===== config.mk =====
export PLATFORM = sky130hd
export DESIGN_NAME = cheri_tsmap_ctrl
export DESIGN_NICKNAME = d
export VERILOG_FILES = /design/src/rtl/cheri_tsmap_ctrl.sv
export SDC_FILE = /design/constraint.sdc
export NUM_CORES = 1
export LEC_CHECK = 0
export ABC_AREA = 1
export BUFFER_PORTS_ARGS = -buffer_cell sky130_fd_sc_hd__buf_2
export CORE_AREA = 2 2 92 94
export DETAILED_ROUTE_END_ITERATION = 10
export DIE_AREA = 0 0 94 96
export PLACE_DENSITY = 0.72
export SETUP_SLACK_MARGIN = 0.15
export SYNTH_ARGS = -nofsm -noshare
export SYNTH_HDL_FRONTEND = slang
export SYNTH_SLANG_ARGS = --single-unit

===== constraint.sdc =====
create_clock -name clk_i -period 1.45 [get_ports clk_i]
set_input_delay 0.145 -clock clk_i [delete_from_list [all_inputs] [get_ports clk_i]]
set_output_delay 0.145 -clock clk_i [all_outputs]
set_load 0.01 [all_outputs]

===== src/rtl/cheri_tsmap_ctrl.sv =====
// cheri_tsmap_ctrl: temporal-safety revocation-map controller.
// Owns the single-port map SRAM. Core lookups have absolute priority and a
// fixed one-cycle latency. Host accesses fill idle SRAM cycles. A bulk-clear
// engine zeroes the whole map.
`timescale 1ns/1ps
module cheri_tsmap_ctrl #(
   parameter logic [15:0] MAP_OFFSET = 16'h3800,
   parameter int          MAP_WORDS  = 2048,
   parameter int          AW         = $clog2(MAP_WORDS),
   parameter int          DATA_W     = 32
) (
   input  logic              clk_i,
   input  logic              rst_i,
   // core TS-map lookup port
   input  logic              tsmap_cs_i,
   input  logic [15:0]       tsmap_addr_i,
   output logic [DATA_W-1:0] tsmap_rdata_o,
   output logic              tsmap_err_o,
   // host / revoker bus port
   input  logic              host_req_i,
   output logic              host_gnt_o,
   input  logic              host_we_i,
   input  logic [3:0]        host_be_i,
   input  logic [31:0]       host_addr_i,
   input  logic [DATA_W-1:0] host_wdata_i,
   output logic              host_rvalid_o,
   output logic [DATA_W-1:0] host_rdata_o,
   output logic              host_err_o,
   // bulk clear
   input  logic              clear_start_i,
   output logic              clear_busy_o,
   output logic              clear_done_o,
   // map SRAM
   output logic              mem_cs_o,
   output logic              mem_we_o,
   output logic [3:0]        mem_be_o,
   output logic [AW-1:0]     mem_addr_o,
   output logic [DATA_W-1:0] mem_wdata_o,
   input  logic [DATA_W-1:0] mem_rdata_i
);

   typedef enum logic {
      IDLE  = 1'b0,
      CLEAR = 1'b1
   } state_t;

   localparam logic [16:0]   MAP_WORDS_W = 17'(MAP_WORDS);
   localparam logic [AW-1:0] LAST_WORD   = AW'(MAP_WORDS - 1);

   state_t        state_q, state_d;
   logic [AW-1:0] cnt_q, cnt_d;

   logic [15:0] core_off;
   logic        core_in_range;
   logic        core_mem;
   logic        host_in_range;
   logic        host_mem;
   logic        last_clear;

   // Stage 1 registers: response selects and strobes for the cycle after issue
   logic        rsel_ones_p1;
   logic        tsmap_err_p1;
   logic        host_vld_p1;
   logic        host_err_p1;
   logic        host_rd_p1;
   logic        clear_done_p1;

   // host byte-offset bits carry no meaning for a word-wide map
   logic        unused_host_lsb;
   assign unused_host_lsb = ^host_addr_i[1:0];

   assign core_off      = tsmap_addr_i - MAP_OFFSET;
   assign core_in_range = ({1'b0, core_off} < MAP_WORDS_W);
   assign core_mem      = tsmap_cs_i & core_in_range & (state_q == IDLE);

   assign host_gnt_o    = host_req_i & ~tsmap_cs_i & (state_q == IDLE) & ~clear_start_i;
   assign host_in_range = (host_addr_i[31:AW+2] == '0);
   assign host_mem      = host_gnt_o & host_in_range;

   assign last_clear    = (state_q == CLEAR) && (cnt_q == LAST_WORD);

   // State and clear-counter register
   always_ff @(posedge clk_i) begin
      if (rst_i) begin
         state_q <= IDLE;
         cnt_q   <= '0;
      end else begin
         state_q <= state_d;
         cnt_q   <= cnt_d;
      end
   end

   // Next-state logic and SRAM port mux (clear > core > host)
   always_comb begin
      state_d     = state_q;
      cnt_d       = cnt_q;
      mem_cs_o    = 1'b0;
      mem_we_o    = 1'b0;
      mem_be_o    = 4'h0;
      mem_addr_o  = '0;
      mem_wdata_o = '0;
      case (state_q)
         IDLE: begin
            if (clear_start_i) begin
               state_d = CLEAR;
               cnt_d   = '0;
            end
            if (core_mem) begin
               mem_cs_o   = 1'b1;
               mem_addr_o = core_off[AW-1:0];
            end else if (host_mem) begin
               mem_cs_o    = 1'b1;
               mem_we_o    = host_we_i;
               mem_be_o    = host_be_i;
               mem_addr_o  = host_addr_i[AW+1:2];
               mem_wdata_o = host_wdata_i;
            end
         end
         CLEAR: begin
            // one zero write per cycle; clear_start_i has no effect here
            mem_cs_o   = 1'b1;
            mem_we_o   = 1'b1;
            mem_be_o   = 4'hF;
            mem_addr_o = cnt_q;
            cnt_d      = cnt_q + 1'b1;
            if (cnt_q == LAST_WORD) begin
               state_d = IDLE;
            end
         end
         default: begin
            state_d = IDLE;
         end
      endcase
   end

   // Response pipeline: remember what each issued access must return next cycle
   always_ff @(posedge clk_i) begin
      if (rst_i) begin
         rsel_ones_p1  <= 1'b0;
         tsmap_err_p1  <= 1'b0;
         host_vld_p1   <= 1'b0;
         host_err_p1   <= 1'b0;
         host_rd_p1    <= 1'b0;
         clear_done_p1 <= 1'b0;
      end else begin
         // during a clear every word is conservatively reported as revoked
         rsel_ones_p1  <= tsmap_cs_i & (~core_in_range | (state_q == CLEAR));
         tsmap_err_p1  <= tsmap_cs_i & ~core_in_range;
         host_vld_p1   <= host_gnt_o;
         host_err_p1   <= host_gnt_o & ~host_in_range;
         host_rd_p1    <= host_mem & ~host_we_i;
         clear_done_p1 <= last_clear;
      end
   end

   assign tsmap_rdata_o = rsel_ones_p1 ? {DATA_W{1'b1}} : mem_rdata_i;
   assign tsmap_err_o   = tsmap_err_p1;
   assign host_rvalid_o = host_vld_p1;
   assign host_err_o    = host_err_p1;
   assign host_rdata_o  = host_rd_p1 ? mem_rdata_i : '0;
   assign clear_busy_o  = (state_q == CLEAR);
   assign clear_done_o  = clear_done_p1;

endmodule

==> results.json <==
{
  "critical_path_class": "flip-flop to output pin",
  "hold_viol": 0,
  "grt_max_degree": 33,
  "io_pins": 241,
  "maxSlewViolCount": 0,
  "nets": 743,
  "period_share": 1.08,
  "syn_area_per_cell_um2": 6.16,
  "crit_chain": "nor2_4 > nand3_4 > inv_8 > nand2_8 > clkbuf_16 > nor2_4 > buf_2",
  "synth_top_cell_area_share": 0.161,
  "portBuffers": 238,
  "vias_per_cell": 4.47,
  "nFillCells": 777,
  "crit_required_ps": 1310,
  "violations": "setup timing",
  "path_delay_family": "buffers and inverters",
  "syn_area_um2": 2240,
  "antenna_found_initial": 0,
  "final_area_um2": 4330,
  "synth_nets": 488,
  "gp_congestion": 0.848,
  "final-setup-viol-count": 49,
  "n_antenna_cell": 0,
  "htreeDepth": 1,
  "period_needed_ps": 1560,
  "synth_area_leaders": "dfxtp_1 (16%), nor2_4 (15%), inv_1 (14%)",
  "drc": 0,
  "outcome": "finished with violations",
  "dieArea_um2": 9020,
  "p_leak_nw": 2.69,
  "hpwlAfterDp_um": 7560,
  "grt_first_pass_wirelength_um": 13400,
  "cp-start-kind": "flip-flop",
  "yosys_most_used_dff": "dfxtp_1",
  "post_dp_cell_area_um2": 3640,
  "syn_to_final_growth_pct": 92.9,
  "powerDensity_nw_per_um2": 392,
  "maxSlewHeadroom": 0.855,
  "end_kind": "output pin",
  "overflow": 0,
  "yosysTopAreaCell": "dfxtp_1",
  "hp-class": "input pin to flip-flop",
  "die_x_um": 94,
  "synthCells": 364,
  "fin_hold_ws_ps": 148,
  "clock_latency_ps": 260,
  "core_area_um2": 8050,
  "final_common_cell": "buf_2",
  "dr.pass1.iters": 4,
  "clk_pin_slew_ps": 80,
  "rows": 33,
  "post-route-util": 0.537,
  "clk_path_buf_depth": 2,
  "synth-edff-count": 0,
  "crit_buf_inv": 3,
  "mostFrequentLayoutCells": "buf_2 (203), inv_1 (82), nand2_1 (79), buf_6 (38), nand3_1 (33)",
  "critPathArrivalTime_ps": 1420,
  "ant_nets": 0,
  "synth-async-reset-ratio": 0,
  "max_cap_viol_count": 0,
  "yosys_warnings": 0,
  "ys_ff_latch": 18,
  "totalPowerFinal_mw": 1.70,
  "dr_total_vias": 3229,
  "drive_above_1_share": 0.586,
  "track_usage": 0.190,
  "dieHeight_um": 96,
  "rsz0062_at_grt": "yes",
  "slowest_stage": "dfxtp_2",
  "finClkSkew_ps": 4.38,
  "tritoncts": "yes",
  "ys_seq_area_frac": 0.161,
  "path_common_cell": "nor2_4",
  "place_inst": 707,
  "drtIter0Drc": 59,
  "crit_fanout": 7,
  "start_util": 0.278,
  "max_slew.worst_pin.slew_ps": 217,
  "place_ws_ps": -103,
  "multi_input_area_um2": 1570,
  "clock-sinks": 18,
  "numCtsBuffers": 3,
  "grt_pass1_vias": 2862,
  "wirelength_um": 9540,
  "synth.distinct_cells": 29,
  "setup_tns_ps": -3380,
  "vdd_drop_max_mv": 0.272,
  "avgRoutedWirePerCell_um": 13.2,
  "max_stage_delay_ps": 350,
  "setup_ws_ps": -113,
  "regArea_um2": 373,
  "fmax_mhz": 640,
  "cts-root-buf": "clkbuf_8",
  "stdcell_count": 723
}
registers in the layout, indices dropped and copies added (netlist names):
| register | cells |
|---|---|
| clear_done_o | 1 |
| clear_busy_o | 1 |
| host_err_o | 1 |
| rsel_ones_p1 | 1 |
| cnt_q | 11 |
| tsmap_err_o | 1 |
| host_rd_p1 | 1 |
| host_rvalid_o | 1 |
worst paths after layout:
kind | slack, ps | end | cells after the start | startpoint
setup reg to reg | 200 | cnt_q[6] | 7 | clear_busy_o
setup / recovery | -110 | mem_wdata_o[25] | 7 | clear_busy_o
hold / removal | 150 | cnt_q[1] | 2 | rst_i
hold reg to reg | 450 | cnt_q[2] | 1 | cnt_q[2]
per-layer routing:
| layer | vias up | share of wire | track usage |
|---|---|---|---|
| met2 | 187 | 0.53 | 0.361 |
| met1 | 1436 | 0.35 | 0.205 |
| li1 | 1596 | - | - |
| met3 | 10 | 0.12 | 0.0572 |
| met4 | 0 | 0.0093 | 0.0471 |
| met5 | - | 0 | 0 |
cell usage after synthesis (2+ instances only):
library cell / instances
a21oi_1: 5
buf_12: 3
buf_2: 5
clkbuf_1: 7
dfxtp_1: 18
ha_1: 2
inv_1: 84
nand2_1: 80
nand3_1: 35
nand3_2: 2
nand4_1: 13
nor2_1: 25
nor2_2: 2
nor2_4: 30
nor3_1: 3
o21ai_0: 5
or2_2: 33
final cells by class:
cell class	count	share of cell area
flip-flops and latches	18	0.0862
clock buffers	4	0.0127
inverters	85	0.0755
multi-input cells	244	0.362
well taps	105	0.0304
repair buffers	267	0.433
kinds of logic after synthesis:
kind of cell,share of synthesized area
fa+ha+maj,0.0112
xor+xnor,0.00391
compound gates,0.0296
flops,0.161
buf+inv,0.201
simple gates,0.593
power by group:
part	switching (mW)	internal, mW
logic	0.334	0.423
clock network	0.182	0.242
registers	0.0139	0.502
total	0.529	1.17
repair_timing:
item                       in CTS  in global routing
pin swaps                       2                 11
setup buffers                   5                  2
cloned                          2                  3
gates resized for setup        93                 15
setup endpoints to repair      87                 86
hold buffers                    0                  0
No activity file was read; power rests on OpenSTA's default activity.
